==> config.mk <==
export PLATFORM = sky130hd
export DESIGN_NAME = mem_port_arbiter
export DESIGN_NICKNAME = d
export VERILOG_FILES = /design/src/rtl/mem_port_arbiter.sv
export SDC_FILE = /design/constraint.sdc
export NUM_CORES = 1
export LEC_CHECK = 0
export BUFFER_PORTS_ARGS = -buffer_cell sky130_fd_sc_hd__buf_2
export CORE_UTILIZATION = 30
export CTS_BUF_LIST = sky130_fd_sc_hd__clkbuf_8 sky130_fd_sc_hd__clkbuf_16
export DETAILED_ROUTE_END_ITERATION = 10
export GPL_ROUTABILITY_DRIVEN = 0
export SLEW_MARGIN = 20
export SYNTH_ARGS = -nofsm -noshare
export SYNTH_HDL_FRONTEND = slang
export SYNTH_SLANG_ARGS = --single-unit
==> constraint.sdc <==
create_clock -name clk -period 3.4 [get_ports clk]
set_input_delay 0.34 -clock clk [delete_from_list [all_inputs] [get_ports clk]]
set_output_delay 0.34 -clock clk [all_outputs]
set_load 0.005 [all_outputs]
==> src/rtl/mem_port_arbiter.sv <==
`default_nettype none
// ============================================================================
// Module      : mem_port_arbiter
// Description : Shares one 32-bit memory port between instruction fetch (IF)
//               and load/store (LS). LS has fixed priority, and a starvation
//               guard forces an IF grant after STARVE_LIMIT contested LS wins.
//               Optional BUSY timeout abort: define ARB_TIMEOUT_EN.
// Revision    : 1.0 - initial release
// ============================================================================
module mem_port_arbiter #(
  parameter int ADDR_W       = 32,
  parameter int STARVE_LIMIT = 4,
  parameter int TIMEOUT_CYC  = 16
) (
  input  logic              clk,
  input  logic              rst_n,
  input  logic              if_req,
  input  logic [ADDR_W-1:0] if_addr,
  output logic              if_done,
  output logic [31:0]       if_rdata,
  input  logic              ls_req,
  input  logic              ls_we,
  input  logic [ADDR_W-1:0] ls_addr,
  input  logic [31:0]       ls_wdata,
  output logic              ls_done,
  output logic [31:0]       ls_rdata,
  output logic              mem_sel,
  output logic              mem_req,
  output logic              mem_we,
  output logic [ADDR_W-1:0] mem_addr,
  output logic [31:0]       mem_wdata,
  input  logic [31:0]       mem_rdata,
  input  logic              mem_ack,
  output logic              arb_err
);

  localparam int c_STARVE_W = (STARVE_LIMIT > 0) ? $clog2(STARVE_LIMIT + 1) : 1;

  typedef enum logic [1:0] {
    ST_IDLE = 2'd0,
    ST_BUSY = 2'd1,
    ST_RESP = 2'd2
  } state_t;

  state_t                r_state;
  logic                  r_owner;
  logic [c_STARVE_W-1:0] r_starve_cnt;

  logic w_contested;
  logic w_starve_ok;
  logic w_ls_wins;

  // LS wins when alone, or when contested and IF has not yet lost too often.
  assign w_contested = if_req & ls_req;
  assign w_starve_ok = (32'(r_starve_cnt) < 32'(STARVE_LIMIT));
  assign w_ls_wins   = ls_req & (~if_req | w_starve_ok);

`ifdef ARB_TIMEOUT_EN
  localparam int c_TIMEOUT_W = (TIMEOUT_CYC > 0) ? $clog2(TIMEOUT_CYC + 1) : 1;

  logic [c_TIMEOUT_W-1:0] r_busy_cnt;
  logic                   r_arb_err;
  logic                   w_timeout;

  // Fires on the TIMEOUT_CYC-th BUSY cycle counted from entry.
  assign w_timeout = ((32'(r_busy_cnt) + 32'd1) >= 32'(TIMEOUT_CYC));
  assign arb_err   = r_arb_err;
`else
  assign arb_err = 1'b0;
`endif

  always_ff @(posedge clk) begin
    if (!rst_n) begin
      r_state      <= ST_IDLE;
      r_owner      <= 1'b0;
      r_starve_cnt <= '0;
      mem_req      <= 1'b0;
      mem_we       <= 1'b0;
      mem_sel      <= 1'b0;
      mem_addr     <= '0;
      mem_wdata    <= '0;
      if_done      <= 1'b0;
      ls_done      <= 1'b0;
      if_rdata     <= '0;
      ls_rdata     <= '0;
`ifdef ARB_TIMEOUT_EN
      r_busy_cnt   <= '0;
      r_arb_err    <= 1'b0;
`endif
    end else begin
      if_done <= 1'b0;
      ls_done <= 1'b0;
`ifdef ARB_TIMEOUT_EN
      r_arb_err <= 1'b0;
`endif
      case (r_state)
        ST_IDLE: begin
          if (if_req || ls_req) begin
            r_state <= ST_BUSY;
            mem_req <= 1'b1;
`ifdef ARB_TIMEOUT_EN
            r_busy_cnt <= '0;
`endif
            if (w_ls_wins) begin
              r_owner   <= 1'b1;
              mem_sel   <= 1'b1;
              mem_we    <= ls_we;
              mem_addr  <= ls_addr;
              mem_wdata <= ls_wdata;
              if (w_contested && w_starve_ok)
                r_starve_cnt <= r_starve_cnt + 1'b1;
            end else begin
              r_owner      <= 1'b0;
              mem_sel      <= 1'b0;
              mem_we       <= 1'b0;
              mem_addr     <= if_addr;
              mem_wdata    <= '0;
              r_starve_cnt <= '0;
            end
          end
        end

        ST_BUSY: begin
          if (mem_ack) begin
            r_state <= ST_RESP;
            mem_req <= 1'b0;
            if (r_owner) begin
              ls_done <= 1'b1;
              if (!mem_we)
                ls_rdata <= mem_rdata;
            end else begin
              if_done  <= 1'b1;
              if_rdata <= mem_rdata;
            end
          end
`ifdef ARB_TIMEOUT_EN
          else if (w_timeout) begin
            r_state   <= ST_RESP;
            mem_req   <= 1'b0;
            r_arb_err <= 1'b1;
            if (r_owner) begin
              ls_done  <= 1'b1;
              ls_rdata <= '0;
            end else begin
              if_done  <= 1'b1;
              if_rdata <= '0;
            end
          end else begin
            r_busy_cnt <= r_busy_cnt + 1'b1;
          end
`endif
        end

        ST_RESP: begin
          // Requests are deliberately not sampled here.
          r_state <= ST_IDLE;
        end

        default: begin
          r_state <= ST_IDLE;
          mem_req <= 1'b0;
        end
      endcase
    end
  end

endmodule
`default_nettype wire

Word-level counts from Yosys, hierarchy flattened
Index checks and enable logic that the tools add are counted.
- reductions and logical operators: 10
- eq/ne operators: 5
- magnitude comparators: 1
- add/subtract/negate cells: 1
- muxes and demuxes: 14
- multipliers: 0
- bitwise gates (word level): 7
- shift-type cells: 0
- divide/modulo/power cells: 0
- operators by type and width (operator ; count):
    32-bit two-way mux ; 2
    3-bit AND reduction ; 4
    1-bit two-way mux ; 6
    3-bit two-way mux ; 2
    2-bit two-way mux ; 2
    2-bit inequality test, second input constant ; 2
    1-bit inverter ; 4
    2-bit case mux with 2 select lines ; 1
    2-bit AND reduction ; 2
    4-bit AND reduction ; 1
    3-bit by 1-bit adder with 3-bit output, second input constant ; 1
    3-bit < comparator, second input constant ; 1
    1-bit case mux with 3 select lines ; 1
    1-bit bitwise AND ; 2
    2-bit by 1-bit equality test with 1-bit output, second input constant ; 1
    2-bit equality test, second input constant ; 1
    2-bit zero test ; 1
    2-bit by 1-bit inequality test with 1-bit output, second input constant ; 1
    1-bit logical AND ; 1
    1-bit logical OR ; 1
    1-bit OR ; 1
- bits in read-only memories: 0
- RAM bits: 0
- memories: 0
- bits in latches: 0
- register bits after elaboration: 138
- word-level logic and storage cells: 49

Logic depth before layout (Yosys ltp)
- depth after elaboration: 5
- depth in mapped cells: 6
- gate-level depth less buffers: 3

Least setup slack after synthesis
OpenSTA, ideal clock, no wires.
- path kind: input-to-reg
- start point: input port ls_req
- end point: register mem_req
- setup time: 0.128 ns
- path slack: 2.049 ns
- stages: 6
- required time: 3.272 ns
- path buffers: 3
- arrival time: 1.224 ns
- cell sequence: buf_4 or2_2 buf_6 buf_6 a22oi_1 nor2_1
- word-level cells in the longest chain between the ends: 3
- ends and longest elaborated chain (what ; RTL line ; source):
    start, declared ; 21 ; input logic ls_req,
    1-bit logical OR ; 98 ; if (if_req || ls_req) begin
    2-bit inequality test (no source line) ; - ;
    3-bit AND reduction (no source line) ; - ;
    end signal, assigned ; 77 ; mem_req <= 1'b0;
    end signal, assigned ; 100 ; mem_req <= 1'b1;
    end signal, assigned ; 126 ; mem_req <= 1'b0;
    end, declared ; 28 ; output logic mem_req,
No other way between the ends.
A chain may end at the register's enable or synchronous reset.

Worst setup path in the final report
- start point: register r_state[1]
- end point: register if_rdata[18]
- word-level cells in the longest chain between the ends: 2
- ends and longest elaborated chain (what ; RTL line ; source):
    start, declared ; 45 ; state_t r_state;
    start signal, assigned ; 74 ; r_state <= ST_IDLE;
    start signal, assigned ; 99 ; r_state <= ST_BUSY;
    start signal, assigned ; 125 ; r_state <= ST_RESP;
    2-bit by 1-bit equality test with 1-bit output ; 96 ; case (r_state)
    3-bit AND reduction (no source line) ; - ;
    end signal, assigned ; 133 ; if_rdata <= mem_rdata;
    end, declared ; 20 ; output logic [31:0] if_rdata,
No other way between the ends.

==> results list <==
- The run finished with clean final reports.
- Once the clock tree was built, the resizer swapped 0 gates to a different size.
* Ports: 268
* Final TNS setup: 0 ns
* Actual transition at the worst max-transition pin: 0.971 ns
* TritonCTS clock tree: done
* Share of total power consumed by net switching: 26.6%
- The worst pin sits at a relative slew slack of 35.2%.
* First-pass GRT wire length: 24.0 mm
- The critical path is of the flip-flop to flip-flop type.
- Area of the mapped netlist: 5470 um2
- Buffers added on ports: 266
* Critical-path top delay cell: sky130_fd_sc_hd__nand4bb_2
- For this design the total switching power over the nets is 0.00107 W.
- Once the floorplan was initialized, standard cells occupied 30.5% of the core.
- In this run, the clock network consumes 43.9% of the power.
- The worst setup path is launched from a flip-flop.
- Setup repair after global routing left no endpoint under its margin.
- Yosys printed 0 warnings.
- The number of setup buffers added after CTS is 0.
- After the last flow step, the layout net total stands at 990.
- Number of antenna violations at the first check in global routing: 2
* Layout cells sized above 1: 36.6%
- Power density normalized to cell area: 547 nW/um2
* Count of unique library cells instantiated by Yosys: 35
* Internal power of the cells: 0.00295 W
- Number of global-route vias before repair: 4960
* CTS sink count: 138
* Final setup vio count: 0
- Part of the total power dissipated in sequential elements: 43.8%
- Seq/Total Area, Yosys: 50.5%
- Max clock buf depth: 2
- The total count of hold-check failures in the final report came to 0.
* Minimum setup slack after placement: 1.12 ns
* Shortest period the worst path allows: 2.13 ns
* Inst Count DP: 1065
- Avg Vias per Cell: 4.85
- Worst supply voltage drop on vdd: 0.346 mV
* Final worst-path setup slack: 1.27 ns
* Core Util, Final: 41.2%
- The final route contains 5326 vias.
- Number of antenna-violating nets in the routed design: 0
- The library cell used most frequently in the layout, excluding fill and tap cells, is sky130_fd_sc_hd__buf_2.
* Hpwl dp: 10.5 mm
- Worst Clk Skew: 0.00515 ns
* Number of optimization iterations in the first detailed-route pass: 4
- The die is 137 um wide.
- Syn_nets: 761
- The finished layout holds 1098 standard cells, fillers aside.
* Routed wire length per instance: 14.5 um
- Among cell families on the critical path, the largest total delay comes from simple AND/OR/NAND/NOR gates.
- Data arrives at the worst endpoint at 2.42 ns.
- Maximum frequency from static timing analysis: 470 MHz
- Number of placement rows: 49
- Relative to the synthesized area, the layout overhead comes to 34.7%.
- In this design, the stage delay of the slowest critical-path cell is 0.91 ns.
- In this run, synthesis produced a sequential element count of 138.
* Wire length after detailed routing: 15.9 mm
* Overflow after GRT: 0
- Most used cells in the layout excluding fill and tap cells: sky130_fd_sc_hd__buf_2, sky130_fd_sc_hd__dfxtp_1, sky130_fd_sc_hd__nand2_1
* Number of maximum-capacitance violations: 0
- The number of buffers and inverters on the critical path is 1.
- Endpoint type of the worst setup path: flip-flop
- Critical-path cell list: nand4bb_2 > buf_4 > nand3_1 > o21ai_0
* Clk Tree Root Cell: sky130_fd_sc_hd__clkbuf_16
* Die Footprint: 18800 um2
* Crit Path Max Fanout: 42
* Class of the tightest hold or removal check: input port to flip-flop
* Clock latency on the worst-skew pair: 0.42 ns
- Worst EP required: 3.70 ns
- Post-Syn Instances: 626
* GRT Util Overall: 16.6%
- TritonCTS created 17 clock buffers.
- Number of levels the H-tree was split into: 4
- The average instance in the mapped netlist occupies 8.74 um2.
* Height of the chip: 137 um
- For this design, the CTS-stage hold fixing added 0 buffers.
- Entering global routing, the biggest net connects 57 pins.
* Final slew viol count: 0
- After clock tree synthesis, the clock-pin slew on the worst setup and hold paths is 0.06 ns.
- For this design the static power due to leakage is 3.31 nW.
* Post-route fraction of the period consumed by the critical path: 62.5%
- Combinational logic burns 12.3% of the power.
- In this run the standard cell core region covers 17900 um2.
- Number of remaining DRC errors: 0
- Number of violations reported at the end of detailed-routing iteration 0: 214
* Fillcell total: 1856
* Power consumption: 0.00403 W
power by group through the flow:
stage	logic, W	registers [W]	clock network [W]
6_report	0.000497	0.00176	0.00177
5_1_grt	0.000560	0.00177	0.00189
4_1_cts	0.000506	0.00176	0.00182
3_5_place_dp	0.000506	0.00180	0
3_3_place_gp	0.000504	0.00180	0
2_1_floorplan	0.000277	0.00180	0
logic make-up (layout without fill, tap and decap cells):
group                    Yosys count  count (layout)  synth area share, %
adder cells (fa/ha/maj)            1               1                0.229
AND/OR/NAND/NOR                  214             214                 17.8
other                              1               3               0.0686
AO/OA/AOI/OAI                    173             173                 18.6
flip-flops                       138             138                 50.5
multiplexers                      32              32                 5.86
buffers and inverters             67             308                 6.98
registers in the layout (all words and copies together), names as in the netlist:
signal / count
mem_wdata: 32
ls_done: 1
r_starve_cnt: 3
if_rdata: 32
mem_we: 1
mem_addr: 32
r_owner: 1
if_done: 1
ls_rdata: 32
r_state: 2
mem_req: 1
cells in the mapped netlist (all sizes together):
| library cell | instances | area, um2 |
|---|---|---|
| a211oi | 1 | 7.51 |
| nand2b | 1 | 6.26 |
| a311oi | 32 | 280 |
| dfxtp | 138 | 2760 |
| nand3b | 1 | 7.51 |
| a21boi | 1 | 18.8 |
| o21a | 1 | 7.51 |
| o22ai | 2 | 12.5 |
| ha | 1 | 12.5 |
| nand4 | 33 | 206 |
| a21oi | 66 | 330 |
| buf | 35 | 259 |
| nand4bb | 1 | 11.3 |
| nand3 | 34 | 170 |
| or2 | 2 | 12.5 |
| nand2 | 132 | 495 |
| conb | 1 | 3.75 |
| a21bo | 1 | 10.0 |
| a31oi | 1 | 6.26 |
| clkbuf | 31 | 119 |
| o21ai | 67 | 335 |
| nor2 | 6 | 35.0 |
| nor3b | 2 | 15.0 |
| mux2i | 32 | 320 |
| clkinv | 1 | 3.75 |
| a22oi | 1 | 7.51 |
| and2 | 2 | 12.5 |
stage by stage:
stage | hold slack, ns | area [um2]
2_1_floorplan | 0.450 | 5470
3_3_place_gp | 0.440 | 6800
3_5_place_dp | 0.445 | 6800
4_1_cts | 0.153 | 7360
5_1_grt | 0.163 | 7360
6_report | 0.174 | 7370
final cells by class:
cell class	count	area (um2)	share of cell area [%]
Antenna cell	2	5.00	0.0679
Clock buffer	18	439	5.96
Clock inverter	13	121	1.65
Inverter	1	3.75	0.0510
Multi-Input combinational cell	421	2340	31.8
Sequential cell	138	2760	37.5
Tap cell	229	287	3.89
Timing Repair Buffer	276	1410	19.1
routing by layer:
| metal | vias up | global-route usage, % | share of wire [%] |
|---|---|---|---|
| met2 | 212 | 26.6 | 45 |
| met5 | - | 0 | 0 |
| met1 | 2397 | 18.9 | 42 |
| met4 | 0 | 7.88 | 2.5 |
| met3 | 32 | 7.22 | 9.8 |
| li1 | 2685 | - | - |
path summary, 6_finish.rpt:
path	startpoint	cells after the start	to	slack (ns)
worst max-delay path	r_state[1]	4	if_rdata[18]	1.27
worst max register to register	r_state[1]	4	if_rdata[18]	1.27
worst min-delay path	ls_wdata[10]	3	mem_wdata[10]	0.17
worst min register to register	ls_rdata[14]	2	ls_rdata[14]	0.45
worst register-to-register path, stage by stage (launching register included):
cell	delay, ns
sky130_fd_sc_hd__dfxtp_1	0.36
sky130_fd_sc_hd__nand4bb_2	0.91
sky130_fd_sc_hd__buf_4	0.54
sky130_fd_sc_hd__nand3_1	0.11
sky130_fd_sc_hd__o21ai_0	0.09
No activity file was read; power rests on OpenSTA's default activity.
